==> src/rtl/fetch_controller_pkg.sv <==
// Shared types, widths and the PC legality check for the instruction fetch controller.
package fetch_controller_pkg;

  localparam int unsigned INSTR_WIDTH = 32;
  localparam int unsigned ADDR_WIDTH  = 64;
  localparam logic [INSTR_WIDTH-1:0] NOP_INSTR = 32'h0000_0013;

  typedef enum logic {
    FETCH = 1'b0,
    FAULT = 1'b1
  } fetch_state_e;

  // Highest legal word-aligned byte address for a memory of imem_words words.
  function automatic logic [ADDR_WIDTH-1:0] pc_last(input int unsigned imem_words);
    return ADDR_WIDTH'(imem_words) * ADDR_WIDTH'(4) - ADDR_WIDTH'(4);
  endfunction

  // Word aligned and inside memory, compared over the full 64-bit address.
  function automatic logic pc_legal(input logic [ADDR_WIDTH-1:0] pc,
                                    input int unsigned imem_words);
    return (pc[1:0] == 2'b00) && (pc <= pc_last(imem_words));
  endfunction

endpackage

==> src/rtl/fetch_controller_if.sv <==
// Fetch-side bus: run gate, instruction memory port, redirect input, decode handshake and status.
interface fetch_controller_if;
  import fetch_controller_pkg::*;

  logic                   run;
  logic [ADDR_WIDTH-1:0]  imem_address;
  logic [INSTR_WIDTH-1:0] imem_instr;
  logic                   redirect_valid;
  logic [ADDR_WIDTH-1:0]  redirect_pc;
  logic                   if_valid;
  logic                   if_ready;
  logic [INSTR_WIDTH-1:0] if_instr;
  logic [ADDR_WIDTH-1:0]  if_pc;
  logic                   fault;
  logic [ADDR_WIDTH-1:0]  fault_pc;
  logic [63:0]            fetch_count;

  modport master (
    input  run, imem_instr, redirect_valid, redirect_pc, if_ready,
    output imem_address, if_valid, if_instr, if_pc, fault, fault_pc, fetch_count
  );

  modport slave (
    output run, imem_instr, redirect_valid, redirect_pc, if_ready,
    input  imem_address, if_valid, if_instr, if_pc, fault, fault_pc, fetch_count
  );

endinterface

==> src/rtl/fetch_controller_out_reg.sv <==
// Holding register presenting one instruction and its PC to decode; load wins over flush.
module fetch_out_reg
  import fetch_controller_pkg::*;
(
  input  logic                   clk,
  input  logic                   reset,
  input  logic                   i_load,
  input  logic                   i_flush,
  input  logic [INSTR_WIDTH-1:0] i_instr,
  input  logic [ADDR_WIDTH-1:0]  i_pc,
  output logic                   o_valid,
  output logic [INSTR_WIDTH-1:0] o_instr,
  output logic [ADDR_WIDTH-1:0]  o_pc
);

  logic                   r_valid;
  logic [INSTR_WIDTH-1:0] r_instr;
  logic [ADDR_WIDTH-1:0]  r_pc;

  always_ff @(posedge clk) begin
    if (reset) begin
      r_valid <= 1'b0;
      r_instr <= '0;
      r_pc    <= '0;
    end else if (i_load) begin
      r_valid <= 1'b1;
      r_instr <= i_instr;
      r_pc    <= i_pc;
    end else if (i_flush) begin
      r_valid <= 1'b0;
    end
  end

  assign o_valid = r_valid;
  assign o_instr = r_instr;
  assign o_pc    = r_pc;

endmodule

==> src/rtl/fetch_controller.sv <==
// Instruction fetch sequencer: owns the PC, reads the external instruction memory and
// presents instructions to decode, handling redirects, back-pressure, run gating and faults.
module fetch_controller
  import fetch_controller_pkg::*;
#(
  parameter logic [ADDR_WIDTH-1:0] RESET_PC   = '0,
  parameter int unsigned           IMEM_WORDS = 32
) (
  input  logic               clk,
  input  logic               reset,
  fetch_controller_if.master bus
);

  fetch_state_e          r_state;
  fetch_state_e          w_state_next;
  logic [ADDR_WIDTH-1:0] r_pc;
  logic [ADDR_WIDTH-1:0] w_pc_next;
  logic [ADDR_WIDTH-1:0] r_fault_pc;
  logic [ADDR_WIDTH-1:0] w_fault_pc_next;
  logic [63:0]           r_fetch_count;

  logic                   w_if_valid;
  logic [INSTR_WIDTH-1:0] w_if_instr;
  logic [ADDR_WIDTH-1:0]  w_if_pc;
  logic                   w_load;
  logic                   w_flush;

  logic w_take;
  logic w_slot_free;
  logic w_pc_ok;
  logic w_redir_ok;

  assign w_take      = w_if_valid & bus.if_ready;
  assign w_slot_free = ~w_if_valid | w_take;
  assign w_pc_ok     = pc_legal(r_pc, IMEM_WORDS);
  assign w_redir_ok  = pc_legal(bus.redirect_pc, IMEM_WORDS);

  always_ff @(posedge clk) begin
    if (reset) begin
      r_state <= FETCH;
    end else begin
      r_state <= w_state_next;
    end
  end

  // FAULT is absorbing; only reset leaves it.
  always_comb begin
    w_state_next = r_state;
    case (r_state)
      FETCH: begin
        if (bus.redirect_valid) begin
          if (!w_redir_ok) w_state_next = FAULT;
        end else if (!w_pc_ok) begin
          w_state_next = FAULT;
        end
      end
      FAULT:   w_state_next = FAULT;
      default: w_state_next = FETCH;
    endcase
  end

  always_comb begin
    w_load          = 1'b0;
    w_flush         = 1'b0;
    w_pc_next       = r_pc;
    w_fault_pc_next = r_fault_pc;
    case (r_state)
      FETCH: begin
        if (bus.redirect_valid) begin
          w_flush = 1'b1;
          if (w_redir_ok) w_pc_next = bus.redirect_pc;
          else            w_fault_pc_next = bus.redirect_pc;
        end else if (!w_pc_ok) begin
          // An untaken instruction stays presented into FAULT.
          w_fault_pc_next = r_pc;
          w_flush         = w_take;
        end else if (bus.run && w_slot_free) begin
          w_load    = 1'b1;
          w_pc_next = r_pc + ADDR_WIDTH'(4);
        end else if (w_take) begin
          w_flush = 1'b1;
        end
      end
      FAULT:   w_flush = w_take;
      default: ;
    endcase
  end

  always_ff @(posedge clk) begin
    if (reset) begin
      r_pc          <= RESET_PC;
      r_fault_pc    <= '0;
      r_fetch_count <= '0;
    end else begin
      r_pc       <= w_pc_next;
      r_fault_pc <= w_fault_pc_next;
      if (w_take) r_fetch_count <= r_fetch_count + 64'd1;
    end
  end

  fetch_out_reg u_out_reg (
    .clk     (clk),
    .reset   (reset),
    .i_load  (w_load),
    .i_flush (w_flush),
    .i_instr (bus.imem_instr),
    .i_pc    (r_pc),
    .o_valid (w_if_valid),
    .o_instr (w_if_instr),
    .o_pc    (w_if_pc)
  );

  assign bus.imem_address = r_pc;
  assign bus.if_valid     = w_if_valid;
  assign bus.if_instr     = w_if_instr;
  assign bus.if_pc        = w_if_pc;
  assign bus.fault        = (r_state == FAULT);
  assign bus.fault_pc     = r_fault_pc;
  assign bus.fetch_count  = r_fetch_count;

endmodule

==> src/flat_wrapper.sv <==
// flat-port wrapper written by rule: the top's interface ports become plain ports
module fetch_controller_flat import fetch_controller_pkg::*;
#(
  parameter logic [ADDR_WIDTH-1:0] RESET_PC   = '0,
  parameter int unsigned           IMEM_WORDS = 32
)
  (clk, reset, bus_run, bus_imem_instr, bus_redirect_valid, bus_redirect_pc, bus_if_ready, bus_imem_address, bus_if_valid, bus_if_instr, bus_if_pc, bus_fault, bus_fault_pc, bus_fetch_count);
  fetch_controller_if bus_i ();
  input  logic clk;
  input  logic reset;
  input wire logic [$bits(bus_i.run)-1:0] bus_run;
  input wire logic [$bits(bus_i.imem_instr)-1:0] bus_imem_instr;
  input wire logic [$bits(bus_i.redirect_valid)-1:0] bus_redirect_valid;
  input wire logic [$bits(bus_i.redirect_pc)-1:0] bus_redirect_pc;
  input wire logic [$bits(bus_i.if_ready)-1:0] bus_if_ready;
  output wire logic [$bits(bus_i.imem_address)-1:0] bus_imem_address;
  output wire logic [$bits(bus_i.if_valid)-1:0] bus_if_valid;
  output wire logic [$bits(bus_i.if_instr)-1:0] bus_if_instr;
  output wire logic [$bits(bus_i.if_pc)-1:0] bus_if_pc;
  output wire logic [$bits(bus_i.fault)-1:0] bus_fault;
  output wire logic [$bits(bus_i.fault_pc)-1:0] bus_fault_pc;
  output wire logic [$bits(bus_i.fetch_count)-1:0] bus_fetch_count;
  assign bus_i.run = bus_run;
  assign bus_i.imem_instr = bus_imem_instr;
  assign bus_i.redirect_valid = bus_redirect_valid;
  assign bus_i.redirect_pc = bus_redirect_pc;
  assign bus_i.if_ready = bus_if_ready;
  assign bus_imem_address = bus_i.imem_address;
  assign bus_if_valid = bus_i.if_valid;
  assign bus_if_instr = bus_i.if_instr;
  assign bus_if_pc = bus_i.if_pc;
  assign bus_fault = bus_i.fault;
  assign bus_fault_pc = bus_i.fault_pc;
  assign bus_fetch_count = bus_i.fetch_count;
  fetch_controller #(.RESET_PC(RESET_PC), .IMEM_WORDS(IMEM_WORDS)) u_core (.clk(clk), .reset(reset), .bus(bus_i));
endmodule
==> config.mk <==
export PLATFORM = sky130hd
export DESIGN_NAME = fetch_controller_flat
export DESIGN_NICKNAME = d
export VERILOG_FILES = /design/src/rtl/fetch_controller_pkg.sv /design/src/rtl/fetch_controller_if.sv /design/src/rtl/fetch_controller_out_reg.sv /design/src/rtl/fetch_controller.sv /design/src/flat_wrapper.sv
export SDC_FILE = /design/constraint.sdc
export NUM_CORES = 1
export LEC_CHECK = 0
export CELL_PAD_IN_SITES_DETAIL_PLACEMENT = 0
export CELL_PAD_IN_SITES_GLOBAL_PLACEMENT = 1
export CORE_MARGIN = 8
export CORE_UTILIZATION = 36
export DETAILED_ROUTE_END_ITERATION = 16
export HOLD_SLACK_MARGIN = 0.05
export PLACE_DENSITY_LB_ADDON = 0.1
export REMOVE_ABC_BUFFERS = 1
export SYNTH_ARGS = -nofsm -noshare
export SYNTH_HDL_FRONTEND = slang
export SYNTH_SLANG_ARGS = --single-unit
==> constraint.sdc <==
create_clock -name clk -period 4.52 [get_ports clk]
set_input_delay 0.678 -clock clk [delete_from_list [all_inputs] [get_ports clk]]
set_output_delay 0.678 -clock clk [all_outputs]
set_load 0.05 [all_outputs]
Word level (Yosys, flattened, before mapping)

Index checks and enable logic that the tools add are counted.

Magnitude comparators: 2
Add/subtract/negate cells: 2
Bitwise gates (word level): 4
Mux-type cells: 22
Reduce and logical (&&, ||, !) cells: 10
Eq/ne operators: 3

Operators with widths:

| kind                    | number |
|---|---|
| $mux W64                | 7 |
| $le A64 B7 Y1 const B   | 2 |
| $add A64 B1 Y64 const B | 1 |
| $add A64 B3 Y64 const B | 1 |
| $mux W1                 | 13 |
| $reduce_bool A2 Y1      | 3 |
| $logic_not A2 Y1        | 2 |
| $ne A2 B2 Y1 const B    | 2 |
| $pmux W1 S2             | 2 |
| $reduce_and A4 Y1       | 1 |
| $logic_and A1 B1 Y1     | 3 |
| $reduce_and A3 Y1       | 1 |
| $ne A2 B1 Y1 const B    | 1 |
| $not A1 Y1              | 2 |
| $and A1 B1 Y1           | 1 |
| $or A1 B1 Y1            | 1 |

Bits in registers: 290
Logic and storage cells: 50
Output and inout port bits: 290

Longest topological paths before layout

Gate-level depths: netlist of the first run.

Depth in word-level cells: 9
Depth in mapped cells: 8
Gate-level depth less buffers: 6

Hierarchy

Synthesis of the first run repeated with hierarchy kept, for this count alone.

Cells, all modules: 1151
Area, all modules: 11322.1 um2

By module, submodules not included:

| module           | area each (um2) | instances | cells an instance |
|---|---|---|---|
| fetch_controller | 7883.8          | 1         | 837 |
| fetch_out_reg    | 3438.3          | 1         | 314 |

Worst setup path before layout of the first run

No wires, ideal clock.

Kind: reg2reg
Start point: register u_core.r_fetch_count[26] (netlist: u_core.bus.fetch_count[26])
End point: register u_core.r_fetch_count[61] (netlist: u_core.bus.fetch_count[61])
Buffers on the path: 0
Period minus slack after synthesis: 2.777 ns
Slack: 1.743 ns
Data arrival time: 2.707 ns
Cell stages (with the launch flop): 7
Path through: dfxtp_1 -> nand4_4 -> or4_4 -> nor4_4 -> nand3_1 -> or4_1 -> a21oi_1

Longest elaborated chain between the ends: 1

Ends and longest elaborated chain:

| item                   | line                   | source |
|---|---|---|
| from (decl)            | fetch_controller.sv:20 | `logic [63:0] r_fetch_count;` |
| from (signal assigned) | fetch_controller.sv:97 | `if (w_take) r_fetch_count <= r_fetch_count + 64'd1;` |
| $add A64 B1 Y64        | fetch_controller.sv:97 |  |

No other way between the ends.
A chain may end at the register's enable or synchronous reset.

Worst setup path in the final report of the first run

Start point: input bus_redirect_pc[21]
End point: register u_core.r_pc[5] (netlist: u_core.bus.imem_address[5])

Longest elaborated chain between the ends: 4

Ends and longest elaborated chain:

| item                        | line                       | source |
|---|---|---|
| from (decl)                 | flat_wrapper.sv:14         | `input wire logic [$bits(bus_i.redirect_pc)-1:0] bus_redirect_pc;` |
| $le A64 B7 Y1               | fetch_controller_pkg.sv:21 | `return (pc[1:0] == 2'b00) && (pc <= pc_last(imem_words));` |
| $logic_and A1 B1 Y1         | fetch_controller_pkg.sv:21 |  |
| $ne A2 B1 Y1 (no line)      | --                         |  |
| $reduce_and A4 Y1 (no line) | --                         |  |
| to (signal assigned)        | fetch_controller.sv:95     | `r_pc <= w_pc_next;` |
| to (decl)                   | fetch_controller.sv:16     | `logic [ADDR_WIDTH-1:0] r_pc;` |

No other way between the ends.

==> results.md, run 1 <==
- The routed via count divided by cell count is 4.91.
- The number of remaining DRC errors is 0.
- Summed over all nets, the switching power comes to 1.52 mW.
- The max-cap check violation count is 0.
- The share of total power in sequential cells is 44.7%.
- The count of nets after finishing is 1,563.
- Gates resized during post-CTS repair numbered 0.
- The final route contains 9,214 vias.
- STA puts the critical path data required time at 4.94 ns.
- Global routing consumed, over all layers together, 18.9% of the routing resources.
- The measured slew at the worst slew-check pin is 1.12 ns.
- In this run the number of H-tree levels came out at 2.
- The logic depth of the worst register-to-register path is 6.
- The largest buffer count on any clock path is 3.
- In this run, the combinational gates consume 12.0% of the power.
- The final layout contains routed wiring with a total length of 35,500 µm.
- The number of global-route vias before repair is 9,229.
- Setup violations remaining at the end of the flow were counted as 0.
- Of the cells placed in the final design, the portion with a size suffix greater than 1 is 4.92%.
- The number of enable-type register cells in the synthesized netlist is 0.
- The static leakage is 6.42 nW.
- The biggest area consumer among synthesized cells is sky130_fd_sc_hd__dfxtp_1.
- The detailed router finished its first iteration with 367 violations.
- The area growth from synthesis to layout is 49.0%.
- The peak supply drop is 0.247 mV.
- The congestion estimate from routability-driven global placement came to 0.776.
- The setup skew after layout is 0.0185 ns.
- The post-CTS setup repair buffer count is 0.
- TritonCTS built the clock tree.
- For this run, the top clock speed supported by timing is 0.316 GHz.
- The starting density of the core is 36.5%.
- The switching share of total power is 25.5%.
- In this run the vertical extent of the chip is 189 µm.
- For this run, asynchronously set or reset flops after synthesis account for 0%.
- The share of the yosys chip area belonging to registers is 53.7%.
- The cell sitting at the root of the clock tree is a sky130_fd_sc_hd__clkbuf_16.
- The core box area is 0.0296 mm².
- The cell-internal power is 4.43 mW.
- The worst hold path endpoint is u_core.u_out_reg.o_pc[63].
- For this design the ratio of total power to cell area is 369 mW/mm².
- The classification of the worst setup path is input port to flop.
- The number of top-level pins is 391.
- The synthesized area divided by synthesized cell count is 9.88 µm².
- The tightest min-delay check is of the flop to flop type.
- The number of instances in the synthesized netlist is 1,094.
- Clock latency on the worst-skew pair, taken at its later pin, is 0.50 ns.
- The count of final max-slew check failures was 0.
- The final HPWL from detailed placement is 25,900 µm.
- The maximum number of pins on one net before global-route repair is 98.
- The ratio of final minimum period to clock period is 69.9%.
- The minimum hold slack is 0.466 ns.
- The initial antenna violation count was 3.
- In this run the most critical hold path is launched from u_core.u_out_reg.o_pc[63].
- The synthesized design devotes to its leading area cell type 53.7% of total area.
- The sort of element at the end of the critical path is a flop.
- The register-to-register setup slack is 1.79 ns.
- In the final routed layout, each cell accounts on average for 18.9 µm.
- The number of storage elements in the synthesis netlist is 290.
- The commonest register cell after synthesis is sky130_fd_sc_hd__dfxtp_1.
- The clock net sink count is 290.
- The remaining number of nets flagged by the antenna check after routing is 0.
- The die covers 0.0358 mm².
- From left edge to right edge, the die measures 189 µm.
- The depth of the worst hold-timing path is 1.
- Setup repair after global routing left no endpoint under its margin.
- In the post-synthesis netlist, the biggest area contributors are sky130_fd_sc_hd__dfxtp_1, sky130_fd_sc_hd__mux2i_1, sky130_fd_sc_hd__nor2_1.
- The number of distinct library cells after synthesis is 49.
- In this run the critical register-to-register path is launched from u_core.bus.fetch_count[27].
- Data arrives at the worst endpoint at 3.58 ns.
- Clock-pin slew was measured on the worst setup and hold paths at 0.06 ns.
- The first global-routing pass estimated 54,300 µm of wire.
- The hold violation count in the final report is 0.
- The endpoint of the lowest-slack register-to-register path is u_core.bus.fetch_count[63].
- The worst setup path is launched from an input port.
- The post-layout minimum cycle time is 3.16 ns.
- The layout has 2,746 filler cells.
- Row generation in the floorplan step produced 63 rows.
- The flow ran to the end, and the final reports show no timing, DRC or antenna violations.
- In this run, the clock network consumes 43.2% of the power.
- The residual overflow from global routing is 0.
- Headroom to the max-slew limit came out at 25.6%.
- Along the worst path, the maximum fanout reaches 7.
- The cell area that synthesis handed to floorplanning was 0.0108 mm².
- The final setup TNS is 0 ns.
- Buffers inserted to repair hold after CTS numbered 0.
- The number of buffers created by CTS is 34.
- The number of warnings issued by yosys is 0.
- The number of buffers added on ports is 390.
- For this run, the detailed router's first-pass iteration total came to 4.
[worst max-delay path, cell delays in order]
cell and delay (ns):
sky130_fd_sc_hd__clkdlybuf4s50_1 0.42, sky130_fd_sc_hd__nor4_1 0.53, sky130_fd_sc_hd__nand4_1 0.25, sky130_fd_sc_hd__nor4_1 0.74
sky130_fd_sc_hd__a21oi_1 0.27, sky130_fd_sc_hd__or4_1 0.55, sky130_fd_sc_hd__a21oi_1 0.14
[cell type report]
| type | instances | area [µm²] | share of cell area [%] |
|---|---|---|---|
| Tap cell | 390 | 488 | 3.03 |
| Timing Repair Buffer | 401 | 4000 | 24.8 |
| Sequential cell | 290 | 5810 | 36.0 |
| Clock inverter | 6 | 37.5 | 0.233 |
| Multi-Input combinational cell | 723 | 4720 | 29.3 |
| Inverter | 10 | 37.5 | 0.233 |
| Antenna cell | 3 | 7.51 | 0.0466 |
| Clock buffer | 54 | 1020 | 6.32 |
[cell usage in the layout, fill, tap and decap left out, types with 11 or more instances in the layout]
master,instances
sky130_fd_sc_hd__clkbuf_16,35
sky130_fd_sc_hd__nor2_1,168
sky130_fd_sc_hd__a21oi_1,19
sky130_fd_sc_hd__clkdlybuf4s50_1,388
sky130_fd_sc_hd__nand3_1,30
sky130_fd_sc_hd__nand4_1,28
sky130_fd_sc_hd__xor2_1,35
sky130_fd_sc_hd__clkbuf_1,12
sky130_fd_sc_hd__nand2_1,25
sky130_fd_sc_hd__buf_4,11
sky130_fd_sc_hd__mux2i_1,102
sky130_fd_sc_hd__dfxtp_1,290
sky130_fd_sc_hd__and3_1,68
sky130_fd_sc_hd__o21ai_0,12
sky130_fd_sc_hd__a211oi_1,63
sky130_fd_sc_hd__xnor2_1,13
sky130_fd_sc_hd__and2_1,62
sky130_fd_sc_hd__nor4_1,31
[worst max-delay path by stage]
stage,from,slack (ns),endpoint
after CTS,bus_redirect_pc[50],1.38,u_core.bus.imem_address[5]
after detailed placement,bus_redirect_pc[50],0.86,u_core.bus.imem_address[5]
after floorplan,u_core.bus.imem_address[34],-4.15,u_core.bus.fault_pc[4]
after global placement,bus_redirect_pc[50],0.85,u_core.bus.imem_address[5]
final,bus_redirect_pc[21],1.36,u_core.bus.imem_address[5]
after global routing,bus_redirect_pc[50],1.19,u_core.bus.fault_pc[48]
[sequential cells by signal (all words and copies together), names as in the netlist]
signal,cells
u_core.bus.fault_pc,64
u_core.u_out_reg.o_pc,64
u_core.u_out_reg.o_valid,1
u_core.bus.fetch_count,64
u_core.bus.imem_address,64
u_core.u_out_reg.o_instr,32
u_core.bus.fault,1
[through the flow]
stage	worst slack, ns	util [%]	area, µm²	total power, mW	cells
after global routing	1.19	54.3	16100	6.19	1876
after CTS	1.38	54.3	16100	6.04	1874
final	1.36	54.3	16100	5.95	1877
after floorplan	-4.15	-	10500	3.13	1023
after global placement	0.852	50.8	15000	3.44	1814
after detailed placement	0.863	50.8	15000	3.44	1814
[Yosys cell counts (3+ instances only)]
| cell type | number |
|---|---|
| sky130_fd_sc_hd__inv_1 | 10 |
| sky130_fd_sc_hd__or4_1 | 6 |
| sky130_fd_sc_hd__nor4_1 | 31 |
| sky130_fd_sc_hd__and3_1 | 68 |
| sky130_fd_sc_hd__o21ai_0 | 12 |
| sky130_fd_sc_hd__a21oi_1 | 20 |
| sky130_fd_sc_hd__nand3_1 | 30 |
| sky130_fd_sc_hd__dfxtp_1 | 290 |
| sky130_fd_sc_hd__nor2_1 | 168 |
| sky130_fd_sc_hd__mux2i_1 | 102 |
| sky130_fd_sc_hd__nor3_1 | 5 |
| sky130_fd_sc_hd__clkbuf_1 | 65 |
| sky130_fd_sc_hd__o211ai_1 | 3 |
| sky130_fd_sc_hd__nand2_1 | 25 |
| sky130_fd_sc_hd__and2_1 | 62 |
| sky130_fd_sc_hd__xor2_1 | 35 |
| sky130_fd_sc_hd__a211oi_1 | 64 |
| sky130_fd_sc_hd__o31ai_1 | 6 |
| sky130_fd_sc_hd__or3_1 | 9 |
| sky130_fd_sc_hd__xnor2_1 | 13 |
| sky130_fd_sc_hd__buf_1 | 4 |
| sky130_fd_sc_hd__a32oi_1 | 3 |
| sky130_fd_sc_hd__nand4_1 | 28 |
| sky130_fd_sc_hd__and4_1 | 7 |
[per-layer routing]
metal  vias to the layer above  track usage (%)  part of all wire (%)
met5                         -                0                     0
met4                         0             5.89                   2.3
met3                        50             7.82                   9.6
met2                       289             31.0                    46
met1                      4264             22.3                    42
li1                       4611                -                     -
[cells by family after synthesis]
| kind of cell | count (synthesis) | synth area share, % |
|---|---|---|
| simple gates | 453 | 22.2 |
| flops | 290 | 53.7 |
| compound gates | 117 | 7.49 |
| mux | 103 | 9.55 |
| buf+inv | 81 | 2.92 |
| xor+xnor | 48 | 3.89 |
| fa+ha+maj | 2 | 0.231 |
[power groups by stage]
| stage | Combinational [mW] | Sequential [mW] | Clock, mW |
|---|---|---|---|
| after floorplan | 0.191 | 2.93 | 0 |
| after global placement | 0.721 | 2.72 | 0 |
| after detailed placement | 0.723 | 2.72 | 0 |
| after CTS | 0.725 | 2.66 | 2.66 |
| after global routing | 0.761 | 2.67 | 2.76 |
| final | 0.715 | 2.66 | 2.57 |
Note: power is estimated with default switching activity, not from simulation.
==> run 2: changes to the inputs <==
--- a/config.mk
+++ b/config.mk
@@ -8,7 +8,7 @@
 export CELL_PAD_IN_SITES_DETAIL_PLACEMENT = 0
 export CELL_PAD_IN_SITES_GLOBAL_PLACEMENT = 1
 export CORE_MARGIN = 8
-export CORE_UTILIZATION = 36
+export CORE_UTILIZATION = 30
 export DETAILED_ROUTE_END_ITERATION = 16
 export HOLD_SLACK_MARGIN = 0.05
 export PLACE_DENSITY_LB_ADDON = 0.1
==> constraint.sdc (replaced) <==
create_clock -name clk -period 2.8 [get_ports clk]
set_input_delay 0.42 -clock clk [delete_from_list [all_inputs] [get_ports clk]]
set_output_delay 0.42 -clock clk [all_outputs]
set_load 0.05 [all_outputs]
==> run 2 against run 1 <==
  * Hold slack worse by 0.30 ns
  * Register-to-register slack worse by 1.5 ns
  * Sequential share of layout area down 1.3 points
  * Total power up 68%
  * First-iteration DRC count down 16%
  * Via count up 1.9%
  * Setup slack worse by 1.1 ns
  * Clock skew down 0.0031 ns
  * Design area up 3.6%
  * Critical endpoint unchanged
  * Largest power group is now the clock network
==> results.md, run 2 (synthesis gave the netlist of run 1 again) <==
- The flow ran to the end, and the final reports show no timing, DRC or antenna violations.
- Based on the critical path, the design can be clocked at up to 0.388 GHz.
- The total global-route track usage is 16.9%.
- The measured slew at the worst slew-check pin is 0.910 ns.
- The clock net sink count is 290.
- The ratio of final minimum period to clock period is 92.1%.
- TritonCTS built the clock tree.
- The required time at the worst-slack endpoint is 3.22 ns.
- The final setup TNS is 0 ns.
- Clock-pin slew was measured on the worst setup and hold paths at 0.06 ns.
- The power density over the cells is 599 mW/mm².
- The library cell used as clock root buffer is sky130_fd_sc_hd__clkbuf_16.
- The region available for standard cell placement spans 0.0356 mm².
- The wire-length estimate of the detail-placed layout is 27,800 µm.
- The type of the most critical hold path is input port to flop.
- The final worst-path setup slack is 0.222 ns.
- The maximum number of pins on one net before global-route repair is 98.
- The floorplan row count is 69.
- The H-tree generated during clock tree synthesis spans 2 levels.
- The die is 206 µm wide.
- The library cell used most frequently in the layout, excluding fill and tap cells, is sky130_fd_sc_hd__clkdlybuf4s50_1.
- The congestion estimate from routability-driven global placement came to 0.759.
- STA classifies the critical path endpoint as a flop.
- The post-layout minimum cycle time is 2.58 ns.
- The critical path goes through clkdlybuf4s50_1 -> nor4_1 -> nand4_1 -> nor4_1 -> buf_4 -> a21oi_1 -> or4_1 -> a21oi_1.
- The slowest stage of the critical path belongs to the cell sky130_fd_sc_hd__nor4_1.
- The worst setup path is launched from an input port.
- The setup skew after layout is 0.0154 ns.
- The count of final max-slew check failures is 0.
- The quantity of gates resized following cts is 0.
- For this design the top-level I/O count stands at 391.
- The overall routed net length is 37,900 µm.
- The area growth from synthesis to layout is 54.4%.
- In the final layout, the multi-input gates occupy 0.00472 mm².
- By startpoint and endpoint, the worst setup path is classified as input port to flop.
- The first global-routing pass estimated 57,100 µm of wire.
- After detailed routing, the average wire length per cell comes to 19.0 µm.
- The count of endpoints failing setup in the final report is 0.
- The count of nets left with antenna violations once routing finished came out at 0.
- The die outline height is 206 µm.
- In this run, CTS created clock tree buffers numbering 35.
- The library cells used most frequently in the layout, excluding fill and tap cells, are sky130_fd_sc_hd__clkdlybuf4s50_1, sky130_fd_sc_hd__dfxtp_1, sky130_fd_sc_hd__nor2_1, sky130_fd_sc_hd__mux2i_1, sky130_fd_sc_hd__and3_1.
- Measured against its own limit, the worst slew margin works out to 39.3%.
- The area taken by flip-flops and latches is 0.00581 mm².
- The hold violation count in the final report is 0.
- The tool flagged a number of max-cap violations equal to 0.
- In this run the deepest clock path goes through 3 buffers.
- For this block, the initial DRC count from the detailed router was 309.
- After detailed routing, the number of vias per cell comes to 4.72.
- Global routing finished with a remaining overflow of 0.
- In the routed design, unresolved DRC markers number 0.
- The initial antenna violation count came to 3.
- The number of global-route vias before repair is 9,461.
- The filler cells instantiated in the layout total 3,450.
- STA puts the critical path data arrival time at 3.00 ns.
- On the worst path, the slowest cell contributes a delay of 0.64 ns.
- The analysis attributes to cell leakage a power of 6.71 nW.
- The post-layout total power is 9.99 mW.
- The full die area is 0.0424 mm².
- The first detailed-routing pass ran for 5 iterations.
- Buffers placed on the I/O ports in this run total 390.
- The count of nets after finishing is 1,607.
- The worst-case IR drop observed on VDD is 0.382 mV.
- Setup repair after global routing left no endpoint under its margin.
- At the later pin of the worst-skew pair, clock insertion delay measures 0.50 ns.
- The number of hold buffers added after CTS was 0.
- The routed via count is 9,388.
- Cells with a size suffix above 1 make up 8.00% of the layout.
- The post-CTS setup repair buffer count is 0.
- OpenSTA, run right after detailed placement, puts the worst setup slack at -0.335 ns.
- Along the worst path, the maximum fanout reaches 4.
- For this configuration, the core starts out at a cell density of 30.4%.
==> run 2: changes by cell type in the layout (fill, tap and decap cells not counted), sizes merged <==
cell and change:
buf +43, bufinv +1, clkbuf -3, clkinv +1, diode -1, inv -1
==> run 2: area by class of cell <==
type                       instances  share of cell area (%)
clock buffer                      51                    6.46
tap                              461                    3.46
multi-input combinational        723                    28.3
antenna                            2                  0.0300
sequential                       290                    34.8
timing repair buffer             444                    26.4
inverter                          10                   0.225
clock inverter                     7                   0.382
==> run 2: metal layers <==
layer | vias up | part of all wire (%) | routed length [µm] | global-route usage, %
met1 | 4355 | 44 | 16600 | 21.3
met2 | 278 | 45 | 16900 | 27.0
met4 | 4 | 2.2 | 821 | 4.61
met5 | - | 0.058 | 22 | 0
met3 | 55 | 9.3 | 3510 | 6.34
li1 | 4696 | - | - | -
==> run 2: worst paths after layout <==
kind / startpoint / to / cells after the start / slack, ns
setup / recovery: bus_redirect_pc[21] / u_core.bus.imem_address[5] / 8 / 0.22
hold / removal: reset / u_core.u_out_reg.o_instr[12] / 2 / 0.16
setup reg to reg: u_core.bus.fetch_count[27] / u_core.bus.fetch_count[63] / 7 / 0.31
hold reg to reg: u_core.u_out_reg.o_pc[63] / u_core.u_out_reg.o_pc[63] / 1 / 0.46
==> run 2: metrics by stage <==
step | utilization, % | hold WS, ns | instances | cell area (µm²)
4_1_cts | 46.9 | 0.146 | 1986 | 16700
2_1_floorplan | - | 0.489 | 1023 | 10500
3_5_place_dp | 43.7 | 0.462 | 1928 | 15500
6_report | 46.9 | 0.163 | 1988 | 16700
5_1_grt | 46.9 | 0.158 | 1987 | 16700
3_3_place_gp | 43.7 | 0.445 | 1928 | 15500
==> run 2: where the power goes <==
| group | internal, mW | total, mW | switching (mW) |
|---|---|---|---|
| combinational | 0.480 | 1.23 | 0.749 |
| sequential | 4.23 | 4.29 | 0.0598 |
| clock | 2.75 | 4.47 | 1.73 |
==> run 2: critical path: cells and delay by family <==
| kind | cells | cell delay, ns |
|---|---|---|
| AOI/OAI and AO/OA | 2 | 0.22 |
| buffers and inverters | 2 | 0.59 |
| and+or+nand+nor | 4 | 1.76 |
==> run 3: changes to the inputs <==
--- a/config.mk
+++ b/config.mk
@@ -9,6 +9,7 @@
 export CELL_PAD_IN_SITES_GLOBAL_PLACEMENT = 1
 export CORE_MARGIN = 8
 export CORE_UTILIZATION = 30
+export CTS_CLUSTER_SIZE = 28
 export DETAILED_ROUTE_END_ITERATION = 16
 export HOLD_SLACK_MARGIN = 0.05
 export PLACE_DENSITY_LB_ADDON = 0.1
==> results of run 3 <==
Final layout, timing and power as in run 2 (identical DEF).
==> patch: new RTL, config.mk and constraints of run 2 <==
Set the package constant `INSTR_WIDTH` to 24 (it was 32).
--- a/src/rtl/fetch_controller_pkg.sv
+++ b/src/rtl/fetch_controller_pkg.sv
@@ -2,5 +2,5 @@
 package fetch_controller_pkg;
 
-  localparam int unsigned INSTR_WIDTH = 32;
+  localparam int unsigned INSTR_WIDTH = 24;
   localparam int unsigned ADDR_WIDTH  = 64;
   localparam logic [INSTR_WIDTH-1:0] NOP_INSTR = 32'h0000_0013;
Ports: changed (resized bus_if_instr and bus_imem_instr); port bits go from 391 to 375. The function was not compared with the original's and may differ.
==> patch against run 2 <==
Setup slack got worse by 0.10 ns. Sequential cell count decreased by 8. Power decreased by 0.46%. Area after synthesis decreased by 1.9%. Routed wire length decreased by 3.8%. Cell count decreased by 0.86%. Final area decreased by 1.5%. Global-route usage about the same.
==> patch: results (changes against run 2) <==
reg2reg_depth: 6  # -1
postCtsSetupBuffers: 0  # unchanged
grt_first_pass_wirelength_um: 55820  # -2.2%
async_flop_share_pct: 0  # unchanged
synth-seq-area-share_pct: 53.22  # -0.50 points
ys.flop_type: "dfxtp_1"
vias: 8985  # -4.3%
grt_pass1_vias: 9154  # -3.2%
status: "complete, no violations"
crit_family: "simple AND/OR/NAND/NOR gates"
routed_wl_um: 36440  # -3.8%
cp_slowest_stage_delay_ns: 0.54  # -0.10 ns
clkLatencyLatePin_ns: 0.50  # about the same
synth_area_leaders: "dfxtp_1, mux2i_1, and2_1, nor2_1, a211oi_1"
synth_cell_types: 45  # -8.2%
cts_root_buf: "clkbuf_16"
ir_drop_mv: 0.3485  # -8.7%
dp_slack_ns: -0.5804  # -0.2452 ns
p_leak_uw: 0.006271  # -6.6%
n_fill_cell: 3416  # -0.99%
critPathSlowestCell: "or4_1"
cts-resized-gates: 1  # +1
min_path_cells: 2  # unchanged
drt-met1-wl_um: 15370  # -7.6%
cts_buffer_depth: 3  # unchanged
dr_wl_met2_um: 17090  # +1.2%
hpwl_um: 27520  # -1.1%
slew_headroom_pct: 57.72  # +18 points
clkSlewWorstSetupHoldPaths_ns: 0.06  # about the same
track_usage_pct: 16.91  # -0.024 points
hold_class: "input pin to flip-flop"
syn_area_per_cell_um2: 9.813  # -0.67%
htreeDepth: 2  # unchanged
first_pass_iters: 4  # -1
drive_gt1_share_pct: 8.886  # +0.89 points
synth_common_cells: "dfxtp_1, nor2_1, and2_1"
final_cells: 1971  # -0.86%
antenna_found_initial: 3  # unchanged
maxSlewViolCount: 0  # unchanged
post-place-cells: 1912  # -0.83%
port_buffers: 374  # -4.1%
nets: 1583  # -1.5%
gp_congestion: 0.7726  # +1.8%
grt_start_max_net_pins: 49  # -50%
ys_warn_count: 0  # unchanged
topRoutingLayerUsed: "met5"
crit_fanout: 8  # +4
numCtsBuffers: 35  # unchanged
crit_arrival_ns: 3.11  # +0.11 ns
drt_iter0_drc: 439  # +42%
dr_wl_met3_um: 3153  # -10%
skew_ns: 0.01474  # -0.0007074 ns
critPathBufInv: 3  # +1
-- patch: kinds of logic after synthesis --
| logic type | count (synthesis) | synth area share [%] |
|---|---|---|
| muxes | 95 | 8.976 |
| AOI/OAI and AO/OA | 116 | 7.514 |
| adders and majority gates | 2 | 0.2359 |
| xor gates and xnor gates | 50 | 4.128 |
| buffers and inverters | 75 | 2.677 |
| DFF | 282 | 53.22 |
| and+or+nand+nor | 461 | 23.25 |
-- patch: report_power, final --
part           internal [µW]  switching (µW)
sequential              4110            58.3
combinational            452             706
clock                   2910            1710
total                   7480            2470
-- patch: per-layer routing --
layer	vias up	global-route usage (%)
li1	4585	-
met1	4117	20.50
met2	223	27.70
met3	56	6.546
met4	4	4.577
met5	-	0
-- patch: area by class of cell --
type / count / area share, %
sequential: 282 / 34.33
inverter: 12 / 0.2739
timing repair buffer: 433 / 26.06
multi-input combinational: 724 / 28.64
tap: 461 / 3.507
antenna: 2 / 0.03043
clock buffer: 48 / 6.231
clock inverter: 9 / 0.9282
-- patch: worst paths after layout --
| kind | end | slack [ns] | from |
|---|---|---|---|
| max | u_core.bus.imem_address[6]$_SDFFE_PP0P_ | 0.12 | bus_redirect_pc[21] |
| max reg2reg | u_core.bus.fetch_count[61]$_SDFFE_PP0P_ | 0.38 | u_core.bus.fetch_count[4]$_SDFFE_PP0P_ |
| min | u_core.bus.fetch_count[15]$_SDFFE_PP0P_ | 0.30 | reset |
| min reg2reg | u_core.u_out_reg.o_pc[28]$_SDFFE_PP0P_ | 0.45 | u_core.u_out_reg.o_pc[28]$_SDFFE_PP0P_ |
-- patch: stage by stage --
stage / total power, µW / instance area [µm²]
2_1_floorplan: 4883 / 10370
3_3_place_gp: 5427 / 15260
3_5_place_dp: 5429 / 15260
4_1_cts: 10110 / 16440
5_1_grt: 10340 / 16440
6_report: 9948 / 16450
